==> src/rtl/alu_arbiter.sv <==
// Two-requester round-robin front end for the shared 8-bit combinational ALU.
// Registers operands for the ALU and holds each requester's result until it is consumed.
module alu_arbiter #(
    parameter bit PRIO_INIT = 1'b0
) (
    input  logic       clk,
    input  logic       reset,
    input  logic       req0_valid,
    output logic       req0_ready,
    input  logic [7:0] req0_a,
    input  logic [7:0] req0_b,
    input  logic [2:0] req0_op,
    input  logic       req0_bp,
    input  logic       req1_valid,
    output logic       req1_ready,
    input  logic [7:0] req1_a,
    input  logic [7:0] req1_b,
    input  logic [2:0] req1_op,
    input  logic       req1_bp,
    output logic       rsp0_valid,
    input  logic       rsp0_ready,
    output logic [7:0] rsp0_y,
    output logic [2:0] rsp0_flags,
    output logic       rsp1_valid,
    input  logic       rsp1_ready,
    output logic [7:0] rsp1_y,
    output logic [2:0] rsp1_flags,
    output logic [7:0] alu_a,
    output logic [7:0] alu_b,
    output logic [2:0] alu_op,
    output logic       alu_bp,
    input  logic [7:0] alu_y,
    input  logic       alu_carry,
    input  logic       alu_negative,
    input  logic       alu_zero
);

    typedef enum logic {IDLE, EXEC} state_t;

    state_t     state;
    logic [7:0] opa_q, opb_q;
    logic [2:0] op_q;
    logic       bp_q;
    logic       owner_q;
    logic       last_grant_q;

    logic       elig0, elig1;
    logic       grant;
    logic       accept0, accept1;

    // A requester whose response slot is still full is never eligible.
    assign elig0 = req0_valid && !rsp0_valid;
    assign elig1 = req1_valid && !rsp1_valid;

    // NOTE: assign a default first so every path drives grant and no latch is inferred.
    always_comb begin
        grant = 1'b0;
        if (elig0 && elig1)
            grant = ~last_grant_q;
        else if (elig1)
            grant = 1'b1;
    end

    assign req0_ready = (state == IDLE) && !grant && elig0;
    assign req1_ready = (state == IDLE) &&  grant && elig1;
    assign accept0    = req0_valid && req0_ready;
    assign accept1    = req1_valid && req1_ready;

    assign alu_a  = opa_q;
    assign alu_b  = opb_q;
    assign alu_op = op_q;
    assign alu_bp = bp_q;

    // NOTE: sequential state uses non-blocking assignments so every register samples pre-edge values.
    always_ff @(posedge clk or negedge reset) begin
        if (!reset) begin
            state        <= IDLE;
            opa_q        <= '0;
            opb_q        <= '0;
            op_q         <= '0;
            bp_q         <= 1'b0;
            owner_q      <= 1'b0;
            last_grant_q <= ~PRIO_INIT;
            rsp0_valid   <= 1'b0;
            rsp0_y       <= '0;
            rsp0_flags   <= '0;
            rsp1_valid   <= 1'b0;
            rsp1_y       <= '0;
            rsp1_flags   <= '0;
        end else begin
            if (rsp0_valid && rsp0_ready)
                rsp0_valid <= 1'b0;
            if (rsp1_valid && rsp1_ready)
                rsp1_valid <= 1'b0;

            case (state)
                IDLE: begin
                    if (accept0) begin
                        opa_q        <= req0_a;
                        opb_q        <= req0_b;
                        op_q         <= req0_op;
                        bp_q         <= req0_bp;
                        owner_q      <= 1'b0;
                        last_grant_q <= 1'b0;
                        state        <= EXEC;
                    end else if (accept1) begin
                        opa_q        <= req1_a;
                        opb_q        <= req1_b;
                        op_q         <= req1_op;
                        bp_q         <= req1_bp;
                        owner_q      <= 1'b1;
                        last_grant_q <= 1'b1;
                        state        <= EXEC;
                    end
                end
                EXEC: begin
                    // The owner's slot was empty at accept, so this never races its own consume.
                    if (!owner_q) begin
                        rsp0_valid <= 1'b1;
                        rsp0_y     <= alu_y;
                        rsp0_flags <= {alu_carry, alu_negative, alu_zero};
                    end else begin
                        rsp1_valid <= 1'b1;
                        rsp1_y     <= alu_y;
                        rsp1_flags <= {alu_carry, alu_negative, alu_zero};
                    end
                    state <= IDLE;
                end
                default: state <= IDLE;
            endcase
        end
    end

endmodule

==> config.mk <==
export PLATFORM = sky130hd
export DESIGN_NAME = alu_arbiter
export DESIGN_NICKNAME = d
export VERILOG_FILES = /design/src/rtl/alu_arbiter.sv
export SDC_FILE = /design/constraint.sdc
export NUM_CORES = 1
export LEC_CHECK = 0
export BUFFER_PORTS_ARGS = -buffer_cell sky130_fd_sc_hd__buf_4
export CAP_MARGIN = 15
export CORE_UTILIZATION = 50
export DETAILED_ROUTE_END_ITERATION = 8
export PLACE_DENSITY_LB_ADDON = 0.08
export SLEW_MARGIN = 20
export SYNTH_ARGS = -nofsm -noshare
export SYNTH_HDL_FRONTEND = slang
export SYNTH_SLANG_ARGS = --single-unit
==> constraint.sdc <==
create_clock -name clk -period 3.1 [get_ports clk]
set_input_delay 0 -clock clk [delete_from_list [all_inputs] [get_ports clk]]
set_output_delay 0 -clock clk [all_outputs]
set_load 0.02 [all_outputs]
Yosys cells after proc, flatten, opt, wreduce, memory -nomap -nowiden:

Index checks and enable logic that the tools add are counted.

* flip-flop bits (word level): 47

* mux-type cells: 21
* bitwise operators: 3
* reductions and logical operators: 18

Operators with widths (count)
* 2-to-1 mux 8 bit: 4
* 2-to-1 mux 1 bit: 14
* logical AND 1 bit: 11
* 2-to-1 mux 3 bit: 2
* AND reduction 2 bit: 3
* logical NOT 1 bit: 3
* NOT 1 bit: 3
* one-hot mux 1 bit (2 select lines): 1
* nonzero test 2 bit: 1

Longest topological paths before layout:

* depth after elaboration: 10
* gate-level depth with buffers: 5
* gate-level depth less buffers: 3

Worst setup path before layout:

No wires, ideal clock.

* kind: flip-flop to flip-flop
* start: register rsp1_valid
* end: register opa_q[0] (netlist: alu_a[0])
* library setup time: 0.129 ns
* data arrival time: 1.326 ns
* data required time: 2.971 ns
* slack: 1.645 ns
* stages on the path, launching flop included: 5
* path through: dfrtp_1 > or3b_4 > buf_6 > a221oi_2 > a2bb2oi_1

* longest elaborated chain between the ends: 10
* elaborated cells on any way between the ends: 15
* those cells by class: mux (3); reduce/logical (12)

Ends and longest elaborated chain
* start: declaration: line 24 `output logic rsp1_valid,`
* start signal: assignment: line 87 `rsp1_valid <= 1'b0;`
* start signal: assignment: line 94 `rsp1_valid <= 1'b0;`
* start signal: assignment: line 123 `rsp1_valid <= 1'b1;`
* logical NOT 1 bit (*): line 53 `assign elig1 = req1_valid && !rsp1_valid;`
* logical AND 1 bit (*): line 53
* 2-to-1 mux 1 bit or logical AND 1 bit (tied branches): line 60, 58
* 2-to-1 mux 1 bit: line 58 `if (elig0 && elig1)`
* logical NOT 1 bit: line 64 `assign req0_ready = (state == IDLE) && !grant && elig0;`
* logical AND 1 bit (2 in series): line 64
* logical AND 1 bit: line 66 `assign accept0 = req0_valid && req0_ready;`
* nonzero test 2 bit (no line)
* AND reduction 2 bit (no line)
* end signal: assignment: line 99 `opa_q <= req0_a;`
* end signal: assignment: line 107 `opa_q <= req1_a;`
* end: declaration: line 41 `logic [7:0] opa_q, opb_q;`

Mark *: on every way between the ends. The rest lies on a longest branch, timed or not.
A chain may end at the register's enable or synchronous reset.

Final worst setup path:

* start: register rsp1_valid
* end: register opa_q[2] (netlist: alu_a[2])

The elaborated chain is that of the path after synthesis.

==> impl_metrics.env <==
export IMPL_syn2layout_area_growth_pct=48.24
export IMPL_intPower_mw=2.071
export IMPL_initial_core_util_pct=52.05
export IMPL_fillers=341
export IMPL_drt_iter0_drc=118
export IMPL_setup_ws_ns=1.164
export IMPL_power_density_mw_per_mm2=980.7
export IMPL_r2r_cells=5
export IMPL_critPathRequiredTime_ns=3.32
export IMPL_io_pins=103
export IMPL_placed_area_mm2=0.003233
export IMPL_cts_tree="done"
export IMPL_htreeDepth=2
export IMPL_final_cell_mix="109 x buf_4, 45 x dfrtp_1, 32 x dlygate4sd3_1"
export IMPL_period_share_pct=62.46
export IMPL_synthCells=190
export IMPL_final_area_mm2=0.003645
export IMPL_num_antenna_cells=0
export IMPL_worst_skew_pair_late_latency_ns=0.29
export IMPL_grt_antenna_before_repair=0
export IMPL_syn_area_mm2=0.002459
export IMPL_finalCriticalPeriod_ns=1.936
export IMPL_grt_start_max_net_pins=48
export IMPL_syn_avg_cell_area_um2=12.94
export IMPL_stdcell_count=383
export IMPL_wl_um=6124
export IMPL_wl_met1_um=2662
export IMPL_dr_pass1_iters=4
export IMPL_ant_nets=0
export IMPL_r2r_slack_ns=1.16
export IMPL_dp_cells=343
export IMPL_syn_nets=247
export IMPL_die_y_um=72.12
export IMPL_worst_slew_pin_slew_ns=0.7151
export IMPL_routed_via_density=5.420
export IMPL_fin_util_pct=77.17
export IMPL_switchingPower_mw=1.504
export IMPL_drc=0
export IMPL_io_buffers=102
export IMPL_synth_seq_cells=47
export IMPL_grt_setup_unrepaired="false"
export IMPL_slew_headroom_pct=52.12
export IMPL_num_vias=2076
export IMPL_grt_overflow=0
export IMPL_swShare_pct=42.06
export IMPL_clkTransAtPathRegs_ns=0.09
export IMPL_root_buffer="clkbuf_8"
export IMPL_met3WireLength_um=283
export IMPL_die_w_um=72.12
export IMPL_cts_sinks=47
export IMPL_dr_wl_met2_um=3156
export IMPL_core_mm2=0.004723
export IMPL_cts_resized=0
export IMPL_rows=25
export IMPL_reg2reg_from="rsp1_valid"
export IMPL_p_leak_nw=1.622
export IMPL_dp_hpwl_um=4033
export IMPL_p_comb_share_pct=56.4
export IMPL_dpl_worst_slack_ns=1.150
export IMPL_die_area_mm2=0.005201
export IMPL_crit_path_start_kind="flop"
export IMPL_status="complete, no violations"
export IMPL_finalMaxSlewViolations=0
export IMPL_nets=372
export IMPL_fin_tns_setup_ns=0
export IMPL_whs_ns=0.0006200
export IMPL_ys_seq_area_share_pct=47.89
export IMPL_yosys_warnings=0
export IMPL_cp_max_fo=22
export IMPL_setup_viol=0
export IMPL_post_drt_wl_per_cell_um=15.99
export IMPL_grt_pass1_wl_um=9494
export IMPL_p_seq_share_pct=33.1
export IMPL_gp_congestion=0.7498
export IMPL_drive_above_1_share_pct=47.15
export IMPL_pwr_share_clk_pct=10.5
export IMPL_holdPathEnd="alu_op[0]"
export IMPL_cap_viol_max_count=0
export IMPL_fmax_mhz=516.5
export IMPL_ys_types=25
export IMPL_numCtsBuffers=5
export IMPL_cp_arrival_ns=2.15
export IMPL_final_common_cell="buf_4"
export IMPL_irDropWorstVdd_mv=0.8017
export IMPL_min_path_cells=3
export IMPL_cp_end_kind="flop"
export IMPL_min_path_type="in -> reg"
export IMPL_power_mw=3.575
export IMPL_min_from="req1_op[0]"
export IMPL_clock_skew_ns=0.007571
export IMPL_worstSetupPathType="reg -> reg"
export IMPL_ctsLongestPathBuffers=2
export IMPL_dr_max_layer_used="met4"
export IMPL_grt_usage_pct=23.46
export IMPL_hold_viol=0
export IMPL_grt_pass1_vias=2067
export IMPL_r2r_end="alu_a[2]"
-- synthesized netlist by cell type, drive strengths merged --
| master | number | area share (%) |
|---|---|---|
| dfrtp | 46 | 47 |
| mux2 | 23 | 11 |
| o21ai | 21 | 4.3 |
| a221oi | 20 | 12 |
| a2bb2oi | 20 | 7.1 |
| nor4bb | 20 | 8.1 |
| buf | 17 | 4.5 |
| clkbuf | 6 | 0.92 |
| inv | 3 | 0.46 |
| nand2b | 2 | 0.51 |
| nor2 | 2 | 0.31 |
| or3b | 2 | 0.92 |
| a21boi | 1 | 0.31 |
| a21o | 1 | 0.31 |
| a21oi | 1 | 0.20 |
| dfstp | 1 | 1.1 |
| nand2 | 1 | 0.15 |
| nor2b | 1 | 0.25 |
| nor3b | 1 | 0.51 |
| o22a | 1 | 0.36 |
-- sequential cells by signal, indices dropped and copies added (netlist names) --
signal	cells
alu_a	8
alu_b	8
rsp0_y	8
rsp1_y	8
alu_op	3
rsp0_flags	3
rsp1_flags	3
alu_bp	1
last_grant_q	1
owner_q	1
rsp0_valid	1
rsp1_valid	1
state	1
-- cell type report --
class	count	area, um^2	area share [%]
timing repair buffer	141	1139	31.24
multi-input combinational	117	1141	31.31
inverter	3	11.26	0.3090
clock inverter	3	22.52	0.6179
sequential	47	1179	32.34
clock buffer	5	68.82	1.888
tap	67	83.83	2.300
-- cell families (layout without fill, tap and decap cells) --
| group | Yosys count | count (layout) | synth area share [%] |
|---|---|---|---|
| flops | 47 | 47 | 47.89 |
| simple gates | 29 | 29 | 10.79 |
| buf+inv | 26 | 152 | 5.852 |
| compound gates | 65 | 65 | 24.78 |
| mux | 23 | 23 | 10.69 |
-- power groups by stage --
stage                     clock, mW  sequential (mW)  combinational [mW]
after floorplan                   0             1.47                1.00
after global placement            0             1.18                1.96
after detailed placement          0             1.19                1.99
after CTS                     0.384             1.18                2.03
after global routing          0.408             1.22                2.15
final                         0.374             1.18                2.02
-- worst max-delay path: stages, from the launching register on --
cell	delay, ns
dfrtp_1	0.43
nand2b_1	0.16
buf_4	0.24
a21oi_2	0.59
buf_4	0.27
a2bb2oi_1	0.18
-- layer usage --
metal,global-route usage [%],vias up
li1,-,997
met1,29.25,1015
met2,42.06,62
met3,4.583,2
met4,5.229,0
met5,0,-
-- how the worst max path moves through the flow --
| stage | from | to | slack, ns |
|---|---|---|---|
| global route | rsp1_valid | alu_a[2] | 1.02 |
| global placement | rsp1_valid | alu_b[4] | 1.23 |
| finish | rsp1_valid | alu_a[2] | 1.16 |
| CTS | rsp1_valid | alu_a[2] | 1.13 |
| floorplan | rsp1_valid | alu_a[0] | 1.65 |
| detailed placement | rsp1_valid | alu_a[2] | 1.15 |
-- what timing repair did --
action / CTS / global route
hold endpoints to repair: 88 / 0
hold buffers: 32 / 0
buffers inserted: 0 / 0
No activity file was read; power rests on OpenSTA's default activity.
